### src/rtl/rx_stream_sched.sv
// rx_stream_sched: picks which RX complex FIFO (0.9 GHz or 2.4 GHz) to read,
// pulls one 32-bit I/Q word at a time, and serialises it MSB-first as a tagged
// byte stream. It also keeps sticky per-channel overflow flags for status.
//
// Byte handshake: a byte is transferred on every rising clock edge where
// o_byte_valid and i_byte_ready are both high. Once o_byte_valid rises it
// stays high, and o_byte/o_byte_chan/o_byte_last stay stable, until that
// transfer happens. The consumer may hold i_byte_ready low for as long as it
// needs to.
module rx_stream_sched #(
  parameter int BURST_W = 8
) (
  input  logic               i_sys_clk,
  input  logic               i_rst_b,
  input  logic               i_enable,
  input  logic [1:0]         i_mode,
  input  logic [BURST_W-1:0] i_burst_len,
  input  logic               i_clear_status,
  output logic               o_fifo_09_pull,
  input  logic [31:0]        i_fifo_09_data,
  input  logic               i_fifo_09_empty,
  input  logic               i_fifo_09_full,
  output logic               o_fifo_24_pull,
  input  logic [31:0]        i_fifo_24_data,
  input  logic               i_fifo_24_empty,
  input  logic               i_fifo_24_full,
  output logic [7:0]         o_byte,
  output logic               o_byte_valid,
  input  logic               i_byte_ready,
  output logic               o_byte_chan,
  output logic               o_byte_last,
  output logic               o_overflow_09,
  output logic               o_overflow_24,
  output logic               o_busy,
  output logic [1:0]         o_dbg_state
);

  typedef enum logic [1:0] {IDLE, PULL, CAPT, SHIFT} state_t;

  state_t             state_q, state_d;
  logic [1:0]         mode_q, mode_d;
  logic               chan_q, chan_d;
  logic [BURST_W-1:0] cnt_q, cnt_d;
  logic [1:0]         idx_q, idx_d;
  logic [31:0]        word_q, word_d;
  logic               ovf_09_q, ovf_24_q;

  logic               sel_chan;
  logic [BURST_W-1:0] sel_cnt;
  logic [BURST_W-1:0] len_eff;
  logic [BURST_W:0]   cnt_inc;

  // Reserved mode 11 behaves exactly like 09-only.
  function automatic logic [1:0] eff_mode(input logic [1:0] m);
    return (m == 2'b11) ? 2'b00 : m;
  endfunction

  function automatic logic chan_empty(input logic c, input logic e09, input logic e24);
    return c ? e24 : e09;
  endfunction

  // A burst length of 0 is treated as 1 word per turn.
  assign len_eff = (i_burst_len == '0) ? BURST_W'(1) : i_burst_len;
  assign cnt_inc = {1'b0, cnt_q} + (BURST_W+1)'(1);

  // State and datapath registers.
  always_ff @(posedge i_sys_clk or negedge i_rst_b) begin
    if (!i_rst_b) begin
      state_q <= IDLE;
      mode_q  <= 2'b00;
      chan_q  <= 1'b0;
      cnt_q   <= '0;
      idx_q   <= 2'd0;
      word_q  <= 32'd0;
    end else begin
      state_q <= state_d;
      mode_q  <= mode_d;
      chan_q  <= chan_d;
      cnt_q   <= cnt_d;
      idx_q   <= idx_d;
      word_q  <= word_d;
    end
  end

  // Sticky overflow flags; a set in the same cycle as a clear wins.
  always_ff @(posedge i_sys_clk or negedge i_rst_b) begin
    if (!i_rst_b) begin
      ovf_09_q <= 1'b0;
      ovf_24_q <= 1'b0;
    end else begin
      ovf_09_q <= (i_fifo_09_full && i_enable) || (ovf_09_q && !i_clear_status);
      ovf_24_q <= (i_fifo_24_full && i_enable) || (ovf_24_q && !i_clear_status);
    end
  end

  // Next-state: channel arbitration, burst accounting and byte indexing.
  always_comb begin
    state_d  = state_q;
    mode_d   = mode_q;
    chan_d   = chan_q;
    cnt_d    = cnt_q;
    idx_d    = idx_q;
    word_d   = word_q;
    sel_chan = chan_q;
    sel_cnt  = cnt_q;
    case (state_q)
      IDLE: begin
        mode_d = eff_mode(i_mode);
        case (eff_mode(i_mode))
          2'b01: begin
            sel_chan = 1'b1;
            sel_cnt  = '0;
          end
          2'b10: begin
            // Stay on the current channel unless it is dry and the other is not.
            if (chan_empty(chan_q, i_fifo_09_empty, i_fifo_24_empty) &&
                !chan_empty(!chan_q, i_fifo_09_empty, i_fifo_24_empty)) begin
              sel_chan = !chan_q;
              sel_cnt  = '0;
            end
          end
          default: begin
            sel_chan = 1'b0;
            sel_cnt  = '0;
          end
        endcase
        if (i_enable && !chan_empty(sel_chan, i_fifo_09_empty, i_fifo_24_empty)) begin
          state_d = PULL;
          chan_d  = sel_chan;
          cnt_d   = sel_cnt;
        end
      end
      PULL: begin
        state_d = CAPT;
      end
      CAPT: begin
        word_d  = chan_q ? i_fifo_24_data : i_fifo_09_data;
        idx_d   = 2'd0;
        state_d = SHIFT;
      end
      SHIFT: begin
        if (i_byte_ready) begin
          if (idx_q == 2'd3) begin
            case (mode_q)
              2'b01: begin
                sel_chan = 1'b1;
                sel_cnt  = '0;
              end
              2'b10: begin
                if (cnt_inc >= {1'b0, len_eff}) begin
                  sel_chan = !chan_q;
                  sel_cnt  = '0;
                end else begin
                  sel_chan = chan_q;
                  sel_cnt  = cnt_inc[BURST_W-1:0];
                end
                // Work-conserving: never wait on a dry channel while the other has data.
                if (chan_empty(sel_chan, i_fifo_09_empty, i_fifo_24_empty) &&
                    !chan_empty(!sel_chan, i_fifo_09_empty, i_fifo_24_empty)) begin
                  sel_chan = !sel_chan;
                  sel_cnt  = '0;
                end
              end
              default: begin
                sel_chan = 1'b0;
                sel_cnt  = '0;
              end
            endcase
            chan_d  = sel_chan;
            cnt_d   = sel_cnt;
            idx_d   = 2'd0;
            state_d = (i_enable && !chan_empty(sel_chan, i_fifo_09_empty, i_fifo_24_empty))
                      ? PULL : IDLE;
          end else begin
            idx_d = idx_q + 2'd1;
          end
        end
      end
      default: state_d = IDLE;
    endcase
  end

  // Output byte selection, MSB first; zero outside SHIFT.
  always_comb begin
    o_byte = 8'd0;
    if (state_q == SHIFT) begin
      case (idx_q)
        2'd0:    o_byte = word_q[31:24];
        2'd1:    o_byte = word_q[23:16];
        2'd2:    o_byte = word_q[15:8];
        default: o_byte = word_q[7:0];
      endcase
    end
  end

  // Pulls are gated by the empty flags so a dry FIFO is never read.
  assign o_fifo_09_pull = (state_q == PULL) && !chan_q && !i_fifo_09_empty;
  assign o_fifo_24_pull = (state_q == PULL) &&  chan_q && !i_fifo_24_empty;
  assign o_byte_valid   = (state_q == SHIFT);
  assign o_byte_chan    = (state_q == SHIFT) && chan_q;
  assign o_byte_last    = (state_q == SHIFT) && (idx_q == 2'd3);
  assign o_overflow_09  = ovf_09_q;
  assign o_overflow_24  = ovf_24_q;
  assign o_busy         = (state_q != IDLE);
  assign o_dbg_state    = state_q;

endmodule
### config.mk
export PLATFORM = sky130hd
export DESIGN_NAME = rx_stream_sched
export DESIGN_NICKNAME = d
export VERILOG_FILES = /design/src/rtl/rx_stream_sched.sv
export SDC_FILE = /design/constraint.sdc
export NUM_CORES = 1
export LEC_CHECK = 0
export BUFFER_PORTS_ARGS = -buffer_cell sky130_fd_sc_hd__clkbuf_2
export CORE_UTILIZATION = 35
export DETAILED_ROUTE_END_ITERATION = 8
export PLACE_DENSITY = 0.7
export SLEW_MARGIN = 20
export SYNTH_ARGS = -nofsm -noshare
export SYNTH_HDL_FRONTEND = slang
export SYNTH_SLANG_ARGS = --single-unit
export TNS_END_PERCENT = 50
### constraint.sdc
create_clock -name i_sys_clk -period 3.4 [get_ports i_sys_clk]
set_input_delay 0.34 -clock i_sys_clk [delete_from_list [all_inputs] [get_ports i_sys_clk]]
set_output_delay 0.34 -clock i_sys_clk [all_outputs]
set_load 0.02 [all_outputs]
==> results.cfg <==
[synthesis]
synth-warning-count = 0
synth_ff_type = dfrtp_1
syn-mean-instance-area_um2 = 9.26
synth-seq-area-share = 0.380
synthesis.area_um2 = 3220
synth.distinct_cells = 49
synth_enable_flop_cells = 0
netlist_instances = 348
yosys_register_bits = 49
synth_fp_nets = 454
asyncSetResetFlopFracSynth = 1.00

[sta]
grt_setup_unrepaired = no
clock_skew_ns = 0.00683
setup_violators_final = 0
worstMarginPinSlew_ns = 0.839
finalWorstPathRequiredPeriod_ns = 2.87
finalSetupTns_ns = 0
max_clock_freq_ghz = 0.349
timing.slew.headroom = 0.440
timing_max_transition_violations_final = 0
finalWorstSetupSlack_ns = 0.532
final.hold.worst_slack_ns = 0.0125
fin_crit_sh = 0.844
finalHoldViolations = 0

[cells_and_area]
area_growth_pct = 21.0
regArea_um2 = 1230
fill_cells = 877
drive_above_1_share = 0.279
fin_nets = 543
number_of_standard_cells_in_the_final_layout_excluding_fillers = 546
num_antenna_cells = 0
most_common_cell_after_layout_fill_and_taps_aside = clkbuf_2
utilization = 0.443
finish.instance_area_um2 = 3900
multi_input_area_um2 = 1820
mostFrequentLayoutCells = 100 x clkbuf_2, 48 x dfrtp_1, 39 x nor2_1, 33 x mux2i_1, 33 x a21oi_1

[die]
core_region_area_um2 = 8810
floorplan.rows = 34
start_util = 0.366
die_width_um = 98.0
die_area_um2 = 9600
ios = 101
floorplan.die.height_um = 98.0

[route]
drt-total-wl_um = 7640
vias = 2826
avgViaCountPerCell = 5.18
route.antenna.remaining_nets = 0
detail_route.iter0.violations = 97
drt_pass1_iterations = 8
routedWlPerCell_um = 14.0
detail_route.drc_violations = 3

[placement]
dpl_worst_slack_ns = 0.532
dp.final_hpwl_um = 5870
placedCellCount = 538
final_estimated_routing_congestion_in_global_placement = 0.828
placement.io_buffers = 100
place_area_um2 = 3800

[setup_path]
critical-path-top-cell-by-count = ha_1
critical_path_buf_inv_count = 0
worstPathRequired_ns = 3.59
reg2reg_from = cnt_q[0]
critical_setup_path_class = reg -> reg
critical_path.slowest_cell = o311ai_2
critical_path_fanout_max = 7
category_of_the_worst_setup_path_capture_point = flip-flop
worst_setup_path_startpoint = cnt_q[0]
critPathTopFamily = compound AO/OA/AOI/OAI gates
critical-path-max-stage-delay_ns = 0.66
arrival_ns = 3.06
worstPathCellList = ha_1 -> and3_1 -> nand3_1 -> xnor2_1 -> ha_1 -> nand4_1 -> o311ai_2 -> nor4b_4 -> a221o_1
startpoint_type = flip-flop

[hold_path]
hold_path.class = in -> async

[global_route]
wire_length_of_the_first_global_routing_pass_um = 12900
grt_usage = 0.167
first_global_vias = 2796
antenna_found_initial = 0
grt-ovfl-total = 0
largest_net_degree_at_the_start_of_global_routing = 50

[clocking]
max-clock-path-buffers = 2
cts_tree = built
cts_post_setup_buffers_inserted = 0
htree_levels = 2
cts-resized-gates = 0
cts_buffers = 5
cts_root_buf = clkbuf_8
worst_setup_hold_path_clk_slew_ns = 0.10
clock-sinks = 49
clock_insertion_delay_worst_skew_ns = 0.31
ctsHoldBuffers = 0

[flow_run]
cap_viol_max_count = 0

[outcome]
failed_checks = DRC
status = finished, violations left

[power]
power_leakage_nw = 1.99
post-layout-total-power_mw = 2.89
vdd_ir_drop_max_mv = 0.413
power.density_cell_area_nw_per_um2 = 741
==> cell families (layout without fill, tap and decap cells) <==
logic type      Yosys count  in the layout  share of synthesized area
xor+xnor                  6              6                     0.0163
compound gates           88             88                      0.194
buf+inv                  44            134                     0.0543
fa+ha+maj                23             23                     0.0893
mux                      35             35                      0.109
flops                    49             49                      0.380
simple gates            103            103                      0.156
==> power breakdown <==
group | switching (mW) | total [mW] | internal, mW | leakage [nW]
combinational | 0.872 | 1.50 | 0.632 | 1.37
sequential | 0.190 | 1.01 | 0.821 | 0.575
clock | 0.208 | 0.376 | 0.168 | 0.0478
total | 1.27 | 2.89 | 1.62 | 1.99
==> flip-flops by register name, indices dropped and copies added (netlist names) <==
name / flops
idx_q: 2
o_dbg_state: 2
o_overflow_24: 1
cnt_q: 8
o_overflow_09: 1
chan_q: 1
word_q: 32
mode_q: 2
==> layout make-up <==
type	count	share of cell area
inverter	22	0.0212
timing repair buffer	104	0.136
tap	108	0.0347
clock buffer	6	0.0212
clock inverter	2	0.00417
sequential	49	0.315
multi-input combinational	255	0.468
==> metal layers <==
| metal | track usage | routed length (µm) |
|---|---|---|
| met5 | 0 | 0 |
| met4 | 0.0513 | 90 |
| met3 | 0.0279 | 326 |
| met2 | 0.291 | 3800 |
| met1 | 0.209 | 3420 |
==> worst paths after layout <==
path                            endpoint  slack [ns]  cells past startpoint
setup / recovery                cnt_q[2]        0.53                      9
hold / removal                 word_q[0]        0.01                      1
setup reg to reg                cnt_q[2]        0.53                      9
hold reg to reg               word_q[26]        0.54                      2
max in group asynchronous         chan_q        2.58                      2
min in group i_sys_clk     o_overflow_09        0.22                      2
==> synthesized netlist by cell type, types with 3 or more instances <==
master	n	area share
a21oi_1	33	0.051
a221o_1	3	0.0093
a222oi_1	8	0.025
a22o_1	3	0.0082
and2_1	11	0.021
and3_1	4	0.0078
buf_1	4	0.0047
clkbuf_1	15	0.017
dfrtp_1	49	0.38
ha_1	23	0.089
inv_1	21	0.024
mux2i_1	33	0.10
nand2_1	24	0.028
nand2b_1	4	0.0078
nand3_1	5	0.0078
nor2_1	39	0.045
nor2b_1	3	0.0058
nor3_1	4	0.0062
o211ai_1	3	0.0070
o21ai_0	16	0.025
o22ai_1	4	0.0078
xnor2_1	3	0.0082
xor2_1	3	0.0082
Note: power is estimated with default switching activity, not from simulation.
